[src/rtl/mem_access_stage.sv]
// Memory-access stage: EX/MEM inputs -> data-memory valid/ready bus -> registered MEM/WB slot.
// Optional macro LSU_MISALIGN_TRAP_EN traps misaligned half/word accesses instead of masking low address bits.
module mem_access_stage #(
  parameter int unsigned MAX_WAIT = 255
) (
  input  logic        clk,
  input  logic        rst,
  input  logic        ex_valid,
  input  logic [31:0] result_in,
  input  logic [31:0] data2_in,
  input  logic [31:0] sum_out_in,
  input  logic [31:0] imm_in,
  input  logic [4:0]  rd_in,
  input  logic        we_in,
  input  logic [1:0]  controlRF_in,
  input  logic [2:0]  Type_dm_in,
  input  logic        store_in,
  input  logic        load_in,
  output logic        stall_out,
  output logic        dm_req,
  output logic        dm_we,
  output logic [31:0] dm_addr,
  output logic [31:0] dm_wdata,
  output logic [3:0]  dm_be,
  input  logic        dm_ready,
  input  logic [31:0] dm_rdata,
  output logic        wb_valid,
  output logic [4:0]  wb_rd,
  output logic        wb_we,
  output logic [31:0] wb_data,
  output logic        bus_err_out,
  output logic        misalign_out
);
  typedef enum logic [1:0] {IDLE, REQ, RESP} state_t;
  localparam logic [7:0] WAIT_LAST = 8'(MAX_WAIT - 1);

  state_t      state_q, state_d;
  logic [7:0]  wait_q, wait_d;
  logic        err_q, err_d;
  logic [31:0] rdata_q, rdata_d;
  logic        req_q, req_d;
  logic        we_q, we_d;
  logic [31:0] addr_q, addr_d;
  logic [31:0] wdata_q, wdata_d;
  logic [3:0]  be_q, be_d;
  logic        wb_valid_q, wb_valid_d;
  logic [4:0]  wb_rd_q, wb_rd_d;
  logic        wb_we_q, wb_we_d;
  logic [31:0] wb_data_q, wb_data_d;
  logic        bus_err_q, bus_err_d;
  logic        misalign_q, misalign_d;

  logic        mem_op, is_half, is_word, misalign, stall;
  logic [1:0]  lane;
  logic [31:0] shifted, load_val, wb_src, st_wdata;
  logic [3:0]  st_be;

  assign mem_op  = ex_valid & (load_in | store_in);
  assign is_half = (Type_dm_in[1:0] == 2'b01);
  assign is_word = Type_dm_in[1];
  // Byte lane actually used: half ignores addr[0], word ignores addr[1:0].
  assign lane    = is_word ? 2'b00 : (is_half ? {result_in[1], 1'b0} : result_in[1:0]);

`ifdef LSU_MISALIGN_TRAP_EN
  assign misalign = mem_op & ((is_half & result_in[0]) | (is_word & (|result_in[1:0])));
`else
  assign misalign = 1'b0;
`endif

  assign shifted = rdata_q >> {lane, 3'b000};

  always_comb begin
    load_val = shifted;
    if (is_half)
      load_val = {{16{shifted[15] & ~Type_dm_in[2]}}, shifted[15:0]};
    else if (!is_word)
      load_val = {{24{shifted[7] & ~Type_dm_in[2]}}, shifted[7:0]};
  end

  always_comb begin
    wb_src = result_in;
    case (controlRF_in)
      2'b01:   wb_src = load_val;
      2'b10:   wb_src = sum_out_in;
      2'b11:   wb_src = imm_in;
      default: wb_src = result_in;
    endcase
  end

  always_comb begin
    st_be    = 4'b1111;
    st_wdata = data2_in;
    if (store_in) begin
      if (is_half) begin
        st_be    = result_in[1] ? 4'b1100 : 4'b0011;
        st_wdata = {2{data2_in[15:0]}};
      end else if (!is_word) begin
        st_be    = 4'b0001 << result_in[1:0];
        st_wdata = {4{data2_in[7:0]}};
      end
    end
  end

  always_comb begin
    state_d    = state_q;
    wait_d     = wait_q;
    err_d      = err_q;
    rdata_d    = rdata_q;
    req_d      = req_q;
    we_d       = we_q;
    addr_d     = addr_q;
    wdata_d    = wdata_q;
    be_d       = be_q;
    wb_valid_d = 1'b0;
    wb_we_d    = 1'b0;
    wb_rd_d    = wb_rd_q;
    wb_data_d  = wb_data_q;
    bus_err_d  = 1'b0;
    misalign_d = 1'b0;
    stall      = 1'b0;
    case (state_q)
      IDLE: begin
        if (mem_op && !misalign) begin
          stall   = 1'b1;
          state_d = REQ;
          wait_d  = 8'd0;
          err_d   = 1'b0;
          req_d   = 1'b1;
          we_d    = store_in;
          addr_d  = {result_in[31:2], 2'b00};
          wdata_d = st_wdata;
          be_d    = st_be;
        end else begin
          wb_valid_d = ex_valid;
          wb_we_d    = ex_valid & we_in & ~misalign;
          wb_rd_d    = rd_in;
          wb_data_d  = wb_src;
          misalign_d = misalign;
        end
      end
      REQ: begin
        stall = 1'b1;
        if (dm_ready) begin
          rdata_d = dm_rdata;
          req_d   = 1'b0;
          state_d = RESP;
        end else if (wait_q == WAIT_LAST) begin
          req_d   = 1'b0;
          err_d   = 1'b1;
          state_d = RESP;
        end else begin
          wait_d = wait_q + 8'd1;
        end
      end
      RESP: begin
        // Upstream advances on this same edge, so the instruction retires exactly once.
        state_d    = IDLE;
        wb_valid_d = ex_valid;
        wb_we_d    = ex_valid & we_in & ~err_q;
        wb_rd_d    = rd_in;
        wb_data_d  = wb_src;
        bus_err_d  = err_q;
      end
      default: state_d = IDLE;
    endcase
  end

  always_ff @(posedge clk or posedge rst) begin
    if (rst) begin
      state_q    <= IDLE;
      wait_q     <= 8'd0;
      err_q      <= 1'b0;
      rdata_q    <= 32'd0;
      req_q      <= 1'b0;
      we_q       <= 1'b0;
      addr_q     <= 32'd0;
      wdata_q    <= 32'd0;
      be_q       <= 4'd0;
      wb_valid_q <= 1'b0;
      wb_rd_q    <= 5'd0;
      wb_we_q    <= 1'b0;
      wb_data_q  <= 32'd0;
      bus_err_q  <= 1'b0;
      misalign_q <= 1'b0;
    end else begin
      state_q    <= state_d;
      wait_q     <= wait_d;
      err_q      <= err_d;
      rdata_q    <= rdata_d;
      req_q      <= req_d;
      we_q       <= we_d;
      addr_q     <= addr_d;
      wdata_q    <= wdata_d;
      be_q       <= be_d;
      wb_valid_q <= wb_valid_d;
      wb_rd_q    <= wb_rd_d;
      wb_we_q    <= wb_we_d;
      wb_data_q  <= wb_data_d;
      bus_err_q  <= bus_err_d;
      misalign_q <= misalign_d;
    end
  end

  assign stall_out    = stall;
  assign dm_req       = req_q;
  assign dm_we        = we_q;
  assign dm_addr      = addr_q;
  assign dm_wdata     = wdata_q;
  assign dm_be        = be_q;
  assign wb_valid     = wb_valid_q;
  assign wb_rd        = wb_rd_q;
  assign wb_we        = wb_we_q;
  assign wb_data      = wb_data_q;
  assign bus_err_out  = bus_err_q;
  assign misalign_out = misalign_q;
endmodule

[config.mk]
export PLATFORM = sky130hd
export DESIGN_NAME = mem_access_stage
export DESIGN_NICKNAME = d
export VERILOG_FILES = /design/src/rtl/mem_access_stage.sv
export SDC_FILE = /design/constraint.sdc
export NUM_CORES = 1
export LEC_CHECK = 0
export ABC_AREA = 1
export ABC_CLOCK_PERIOD_IN_PS = 11900
export CAP_MARGIN = 10
export CORE_MARGIN = 10
export CORE_UTILIZATION = 45
export DETAILED_ROUTE_END_ITERATION = 7
export GPL_TIMING_DRIVEN = 0
export PLACE_DENSITY = 0.82
export SYNTH_ARGS = -nofsm -noshare
export SYNTH_HDL_FRONTEND = slang
export SYNTH_SLANG_ARGS = --single-unit
[constraint.sdc]
create_clock -name clk -period 11.9 [get_ports clk]
set_input_delay 2.38 -clock clk [delete_from_list [all_inputs] [get_ports clk]]
set_output_delay 2.38 -clock clk [all_outputs]
set_load 0.005 [all_outputs]
==> out/metrics.csv, run 1 <==
metric;value;unit
Initial Utilization;46.1;%
Post-Synthesis Cells;951;
Seq/Total Area, Yosys;49.1;%
worst endpoint required time;9.52;ns
Final setup viols;0;
clk_lat worst skew;0.43;ns
hold_buf cts;0;
htree depth;4;
minimum clock period;6.79;ns
vias in the first global route;7767;
root buffer cell;clkbuf_16;
Final Util;68.3;%
PortBufs;283;
first-pass GRT wire length;44.6;mm
layout cells sized above 1;8.27;%
cells along the critical path;clkdlybuf4s50_1, or2_1, nand3_2, buf_2, clkbuf_1, nand2_1, clkdlybuf4s50_1;
drc violations;0;
total congestion overflow;0;
Critical Path Fanout Max;10;
Core Region;16700;µm²
Worst path top cell family by delay;buffers and inverters;
R2R cell count;7;
Post-DP HPWL;23.5;mm
R2R setup slack;9.95;ns
WP buf/inv;4;
Avg WL per Cell;19.9;µm
outcome;complete, no violations;
Mean Syn Cell Area;8.10;µm²
worst endpoint data arrival time;4.41;ns
hold slack;0.481;ns
skew final;0.0110;ns
Worst Path Class, Setup;in -> out;
CP endpoint kind;output pin;
Seq cells post-synth;151;
Hold/Removal Path Class;reg -> reg;
clock sink count;151;
Slew @ Worst Pin;0.788;ns
hold path depth;2;
post-synth cell types;37;
Max Clk Rate;147;MHz
slowest CP cell;clkdlybuf4s50_1;
DRT iter0 DRCs;787;
largest net degree at the start of global routing;85;
area of the mapped netlist;7700;µm²
Area growth syn-to-layout;48.1;%
Largest stage delay, worst path;0.50;ns
initial antenna violation count;1;
Max Slew Vio Count;0;
Detail Route Antenna Nets;0;
hold path endpoint;wb_data[7]$_DFFE_PP0P_;
I/O Pins;289;
CTS clk-pin slew, worst paths;0.06;ns
CP dominant cell by count;clkdlybuf4s50_1;
post_cts resized;0;
FP Rows;47;
Max Cap Viol;0;
FF-to-FF Start;state_q[1]$_DFFE_PP0P_;
drt pass-1 iters;6;
yosys warns;0;
die height;151;µm
hold wc startpoint;wb_data[7]$_DFFE_PP0P_;
die width;151;µm
RSZ-0062 raised after global routing;no;
LEAKAGE;5.27;nW
pwr dens;216;nW/µm²
Post-Route WL;29.7;mm
Vias per Instance;5.36;
crit path from;load_in;
die area;22700;µm²
DR vias;7985;
cts bufs inserted;17;
worst rel slew slack;47.4;%
post-CTS setup buffer count;0;
clock buffer depth;2;
Startpoint Class;primary input;
placer congestion estimate;0.921;
CTS tree;yes;
Nets;1435;
Final Hold Vio Count;0;
Max rail drop VDD;0.113;mV
Final period util;57.1;%
GRT Total Usage;25.4;%
Crit Reg-Reg Endpoint;wb_data[12]$_DFFE_PP0P_;
Setup TNS Final;0;ns
==> cells in the final DEF, fill, tap and decap left out, drive strengths merged, types with 5 or more instances in the layout <==
cell type        n
clkdlybuf4s50  283
nand2          261
dfrtp          151
a21oi          104
inv             95
o21ai           94
nor2            58
clkbuf          50
nand3           48
buf             29
a221oi          24
mux2            15
a2bb2oi         12
clkinv           7
o22ai            5
o211ai           5
==> worst max path at each step <==
stage | end | depth (start not counted)
2_1_floorplan | bus_err_out$_DFF_PP0_ | 1
4_1_cts | stall_out | 7
5_1_grt | stall_out | 7
3_3_place_gp | rdata_q[22]$_DFFE_PP0P_ | 2
6_report | stall_out | 7
3_5_place_dp | stall_out | 7
==> worst reg2reg max path, cell delays in order (launching register included) <==
cell and delay (ns):
dfrtp_1 0.41, nor2_1 0.19, nand3_2 0.13, nand2_2 0.20, buf_2 0.31, clkbuf_1 0.43
nand2_1 0.13, nand2_1 0.09
==> area by class of cell <==
type                    count  area [µm²]
inverters                  93         354
diodes                      1        2.50
plain buffers              59         288
clock inverters            13        97.6
clock buffers              19         453
well taps                 220         275
multi-input cells         650        3290
fillers                  1345        5300
flip-flops and latches    151        3780
repair buffers            284        2860
==> registers in the layout, indices dropped and copies added, names as in the netlist <==
register and cells:
dm_wdata 32, dm_we 1, bus_err_out 1, wb_data 32
dm_addr 30, dm_be 4, err_q 1, state_q 2
rdata_q 32, wb_valid 1, wb_we 1, wb_rd 5
wait_q 8, dm_req 1
==> cell usage after synthesis, drive strengths merged <==
cell,number,area (µm²)
a21oi,104,532
a221oi,24,210
a2bb2oi,12,105
a31oi,1,6.26
buf,28,171
clkbuf,31,116
clkinv,1,3.75
conb,1,3.75
dfrtp,151,3780
ha,2,25.0
inv,92,345
mux2,15,169
nand2,261,1000
nand3,48,325
nand3b,3,22.5
nand4,3,18.8
nor2,58,233
o211a,1,10.0
o211ai,5,37.5
o21a,3,22.5
o21ai,94,470
o21bai,2,15.0
o22ai,5,31.3
o31ai,1,7.51
or2,1,6.26
xor2,4,35.0
==> stage by stage <==
step	worst slack (ns)	cell area (µm²)	cells	total power, mW
CTS	5.12	11400	1489	2.46
global route	4.97	11400	1490	2.61
detailed placement	5.12	10800	1457	1.95
floorplan	5.46	7710	953	1.33
global placement	3.40	10800	1456	1.92
finish	5.11	11400	1490	2.46
==> routing by layer <==
metal / GRT usage, % / up-vias / share of wire (%)
met5: 0 / - / 0
met3: 4.36 / 58 / 7.9
met4: 9.00 / 0 / 2.8
li1: - / 3760 / -
met1: 32.8 / 3764 / 41
met2: 41.9 / 403 / 48
==> cell families after synthesis <==
| family | share of synthesized area, % |
|---|---|
| adder cells (fa/ha/maj) | 0.325 |
| multiplexers | 2.19 |
| buffers and inverters | 8.27 |
| AND/OR/NAND/NOR | 20.8 |
| other | 0.0487 |
| XOR/XNOR | 0.455 |
| AO/OA/AOI/OAI | 18.8 |
| flip-flops | 49.1 |
==> power by group <==
part / total, mW / switching, mW / leakage (nW) / internal, mW
Clock: 0.507 / 0.228 / 0.262 / 0.279
Sequential: 0.876 / 0.128 / 1.80 / 0.748
Combinational: 1.08 / 0.528 / 3.21 / 0.551
(Power assumes the default switching activity.)
==> inputs of run 2 (changes only) <==
--- a/config.mk
+++ b/config.mk
@@ -6,7 +6,7 @@
 export NUM_CORES = 1
 export LEC_CHECK = 0
 export ABC_AREA = 1
-export ABC_CLOCK_PERIOD_IN_PS = 11900
+export ABC_CLOCK_PERIOD_IN_PS = 6700
 export CAP_MARGIN = 10
 export CORE_MARGIN = 10
 export CORE_UTILIZATION = 45
==> constraint.sdc (replaced) <==
create_clock -name clk -period 6.7 [get_ports clk]
set_input_delay 1.34 -clock clk [delete_from_list [all_inputs] [get_ports clk]]
set_output_delay 1.34 -clock clk [all_outputs]
set_load 0.005 [all_outputs]
==> results of run 2 <==
The final DEF is identical to that of run 1. Status: complete, no violations.
Among the figures that moved: setup slack after placement 5.12 ns -> 2.00 ns; setup slack after layout 5.11 ns -> 1.99 ns; register-to-register setup slack 9.95 ns -> 4.75 ns; total power 2.46 mW -> 4.37 mW; worst IR drop on VDD 0.113 mV -> 0.200 mV
==> inputs of run 3 (changes only) <==
--- a/config.mk
+++ b/config.mk
@@ -6,7 +6,7 @@
 export NUM_CORES = 1
 export LEC_CHECK = 0
 export ABC_AREA = 1
-export ABC_CLOCK_PERIOD_IN_PS = 6700
+export ABC_CLOCK_PERIOD_IN_PS = 4900
 export CAP_MARGIN = 10
 export CORE_MARGIN = 10
 export CORE_UTILIZATION = 45
==> constraint.sdc (replaced) <==
create_clock -name clk -period 4.9 [get_ports clk]
set_input_delay 0.98 -clock clk [delete_from_list [all_inputs] [get_ports clk]]
set_output_delay 0.98 -clock clk [all_outputs]
set_load 0.005 [all_outputs]
==> run 3 against run 2 <==
  * Wire length rose by 3.7%
  * Non-clock buffer count rose by 3
  * Combinational power rose by 37%
  * Power is 41% higher
  * Register-to-register slack got worse by 1.8 ns
  * Sequential share of layout area fell by 0.37 points
  * Via count is 2.2% higher
  * Sequential cell count stayed put
  * Worst hold slack lost 0.0054 ns
  * Die area unchanged
  * Cell count up 0.34%
  * Sequential power is 37% higher
  * Largest cell class unchanged
  * Highest routed layer unchanged
==> out/metrics.csv, run 3 (same netlist as run 1, synthesis figures left out) <==
metric;value;unit
outcome;complete, no violations;
placer congestion estimate;0.911;
clock sink count;151;
Post-DP HPWL;24.4;mm
Final period util;82.3;%
FP Rows;47;
Final Hold Vio Count;0;
worst rel slew slack;54.0;%
DRT iter0 DRCs;746;
CTS tree;yes;
Worst Path Class, Setup;in -> out;
root buffer cell;clkbuf_16;
Avg WL per Cell;20.6;µm
PortBufs;283;
DR vias;8159;
minimum clock period;4.03;ns
clk_lat worst skew;0.43;ns
Critical Path Fanout Max;10;
Detail Route Antenna Nets;0;
slowest CP cell;clkdlybuf4s50_1;
layout cells sized above 1;8.33;%
post-CTS setup buffer count;0;
post_cts resized;0;
final worst setup slack;0.865;ns
most frequent cells in the layout;clkdlybuf4s50_1, nand2_1, dfrtp_1;
Post-Route WL;30.8;mm
Slew @ Worst Pin;0.689;ns
cts bufs inserted;17;
largest net degree at the start of global routing;41;
total congestion overflow;0;
die width;151;µm
pwr dens;535;nW/µm²
CP endpoint kind;output pin;
vias in the first global route;8110;
drc violations;0;
GRT Total Usage;26.2;%
Max Slew Vio Count;0;
LEAKAGE;5.33;nW
Hold/Removal Path Class;reg -> reg;
Largest stage delay, worst path;0.50;ns
Setup TNS Final;0;ns
initial antenna violation count;2;
cells along the critical path;clkdlybuf4s50_1, or2_1, nand3_2, buf_2, clkbuf_1, nand2_1, clkdlybuf4s50_1;
Nets;1438;
worst endpoint required time;3.92;ns
RSZ-0062 raised after global routing;no;
Max rail drop VDD;0.277;mV
Max Clk Rate;248;MHz
Initial Utilization;46.1;%
Final setup viols;0;
htree depth;4;
pre-CTS setup slack;0.894;ns
Vias per Instance;5.46;
commonest non-fill, non-tap cell in the layout;clkdlybuf4s50_1;
drt pass-1 iters;7;
clock buffer depth;2;
Core Region;16700;µm²
die area;22700;µm²
Max Cap Viol;0;
die height;151;µm
skew final;0.0154;ns
worst endpoint data arrival time;3.05;ns
Area growth syn-to-layout;49.7;%
Startpoint Class;primary input;
I/O Pins;289;
first-pass GRT wire length;46.0;mm
CP dominant cell by count;clkdlybuf4s50_1;
CTS clk-pin slew, worst paths;0.06;ns
hold_buf cts;0;
==> run 3: area by class of cell <==
cell class | instances | area [µm²]
antenna | 3 | 7.51
buffer | 59 | 288
clock buffer | 20 | 447
clock inverter | 12 | 175
fill | 1341 | 5170
inverter | 93 | 353
multi-input combinational | 650 | 3290
sequential | 151 | 3780
tap | 220 | 275
timing repair buffer | 287 | 2910
==> run 3: power breakdown <==
| part | internal, mW | switching, mW |
|---|---|---|
| clock | 0.865 | 0.529 |
| sequential | 1.82 | 0.318 |
| combinational | 1.34 | 1.30 |
| total | 4.02 | 2.15 |
==> run 3: worst paths after layout <==
check / startpoint / end / slack, ns / depth (start not counted)
setup / recovery: load_in / stall_out / 0.87 / 7
max in group asynchronous: rst / dm_req$_DFFE_PP0P_ / 3.20 / 4
hold / removal: wb_data[6]$_DFFE_PP0P_ / wb_data[6]$_DFFE_PP0P_ / 0.48 / 2
setup reg to reg: state_q[1]$_DFFE_PP0P_ / wb_data[20]$_DFFE_PP0P_ / 2.98 / 7
min in group asynchronous: rst / dm_addr[28]$_DFFE_PP0P_ / 0.91 / 2
hold reg to reg: wb_data[6]$_DFFE_PP0P_ / wb_data[6]$_DFFE_PP0P_ / 0.48 / 2
==> run 3: metal layers <==
metal | global-route usage, % | routed length [µm] | up-vias
li1 | - | - | 3753
met1 | 32.8 | 12500 | 3917
met2 | 43.4 | 15000 | 418
met3 | 5.07 | 2320 | 71
met4 | 10.9 | 1060 | 0
met5 | 0 | 0 | -
==> run 3: critical path: cells and delay by family <==
family | cells | cell delay, ns
buffers and inverters | 4 | 1.59
and+or+nand+nor | 3 | 0.48
==> run 3: metrics by stage <==
step | utilization [%] | power, mW | cells | cell area [µm²] | hold slack [ns]
global placement | 64.8 | 4.67 | 1456 | 10800 | 0.461
finish | 69.0 | 6.17 | 1495 | 11500 | 0.475
CTS | 69.0 | 6.17 | 1492 | 11500 | 0.482
floorplan | - | 3.23 | 953 | 7710 | 0.471
global route | 69.0 | 6.52 | 1493 | 11500 | 0.489
detailed placement | 65.3 | 4.77 | 1460 | 10900 | 0.465
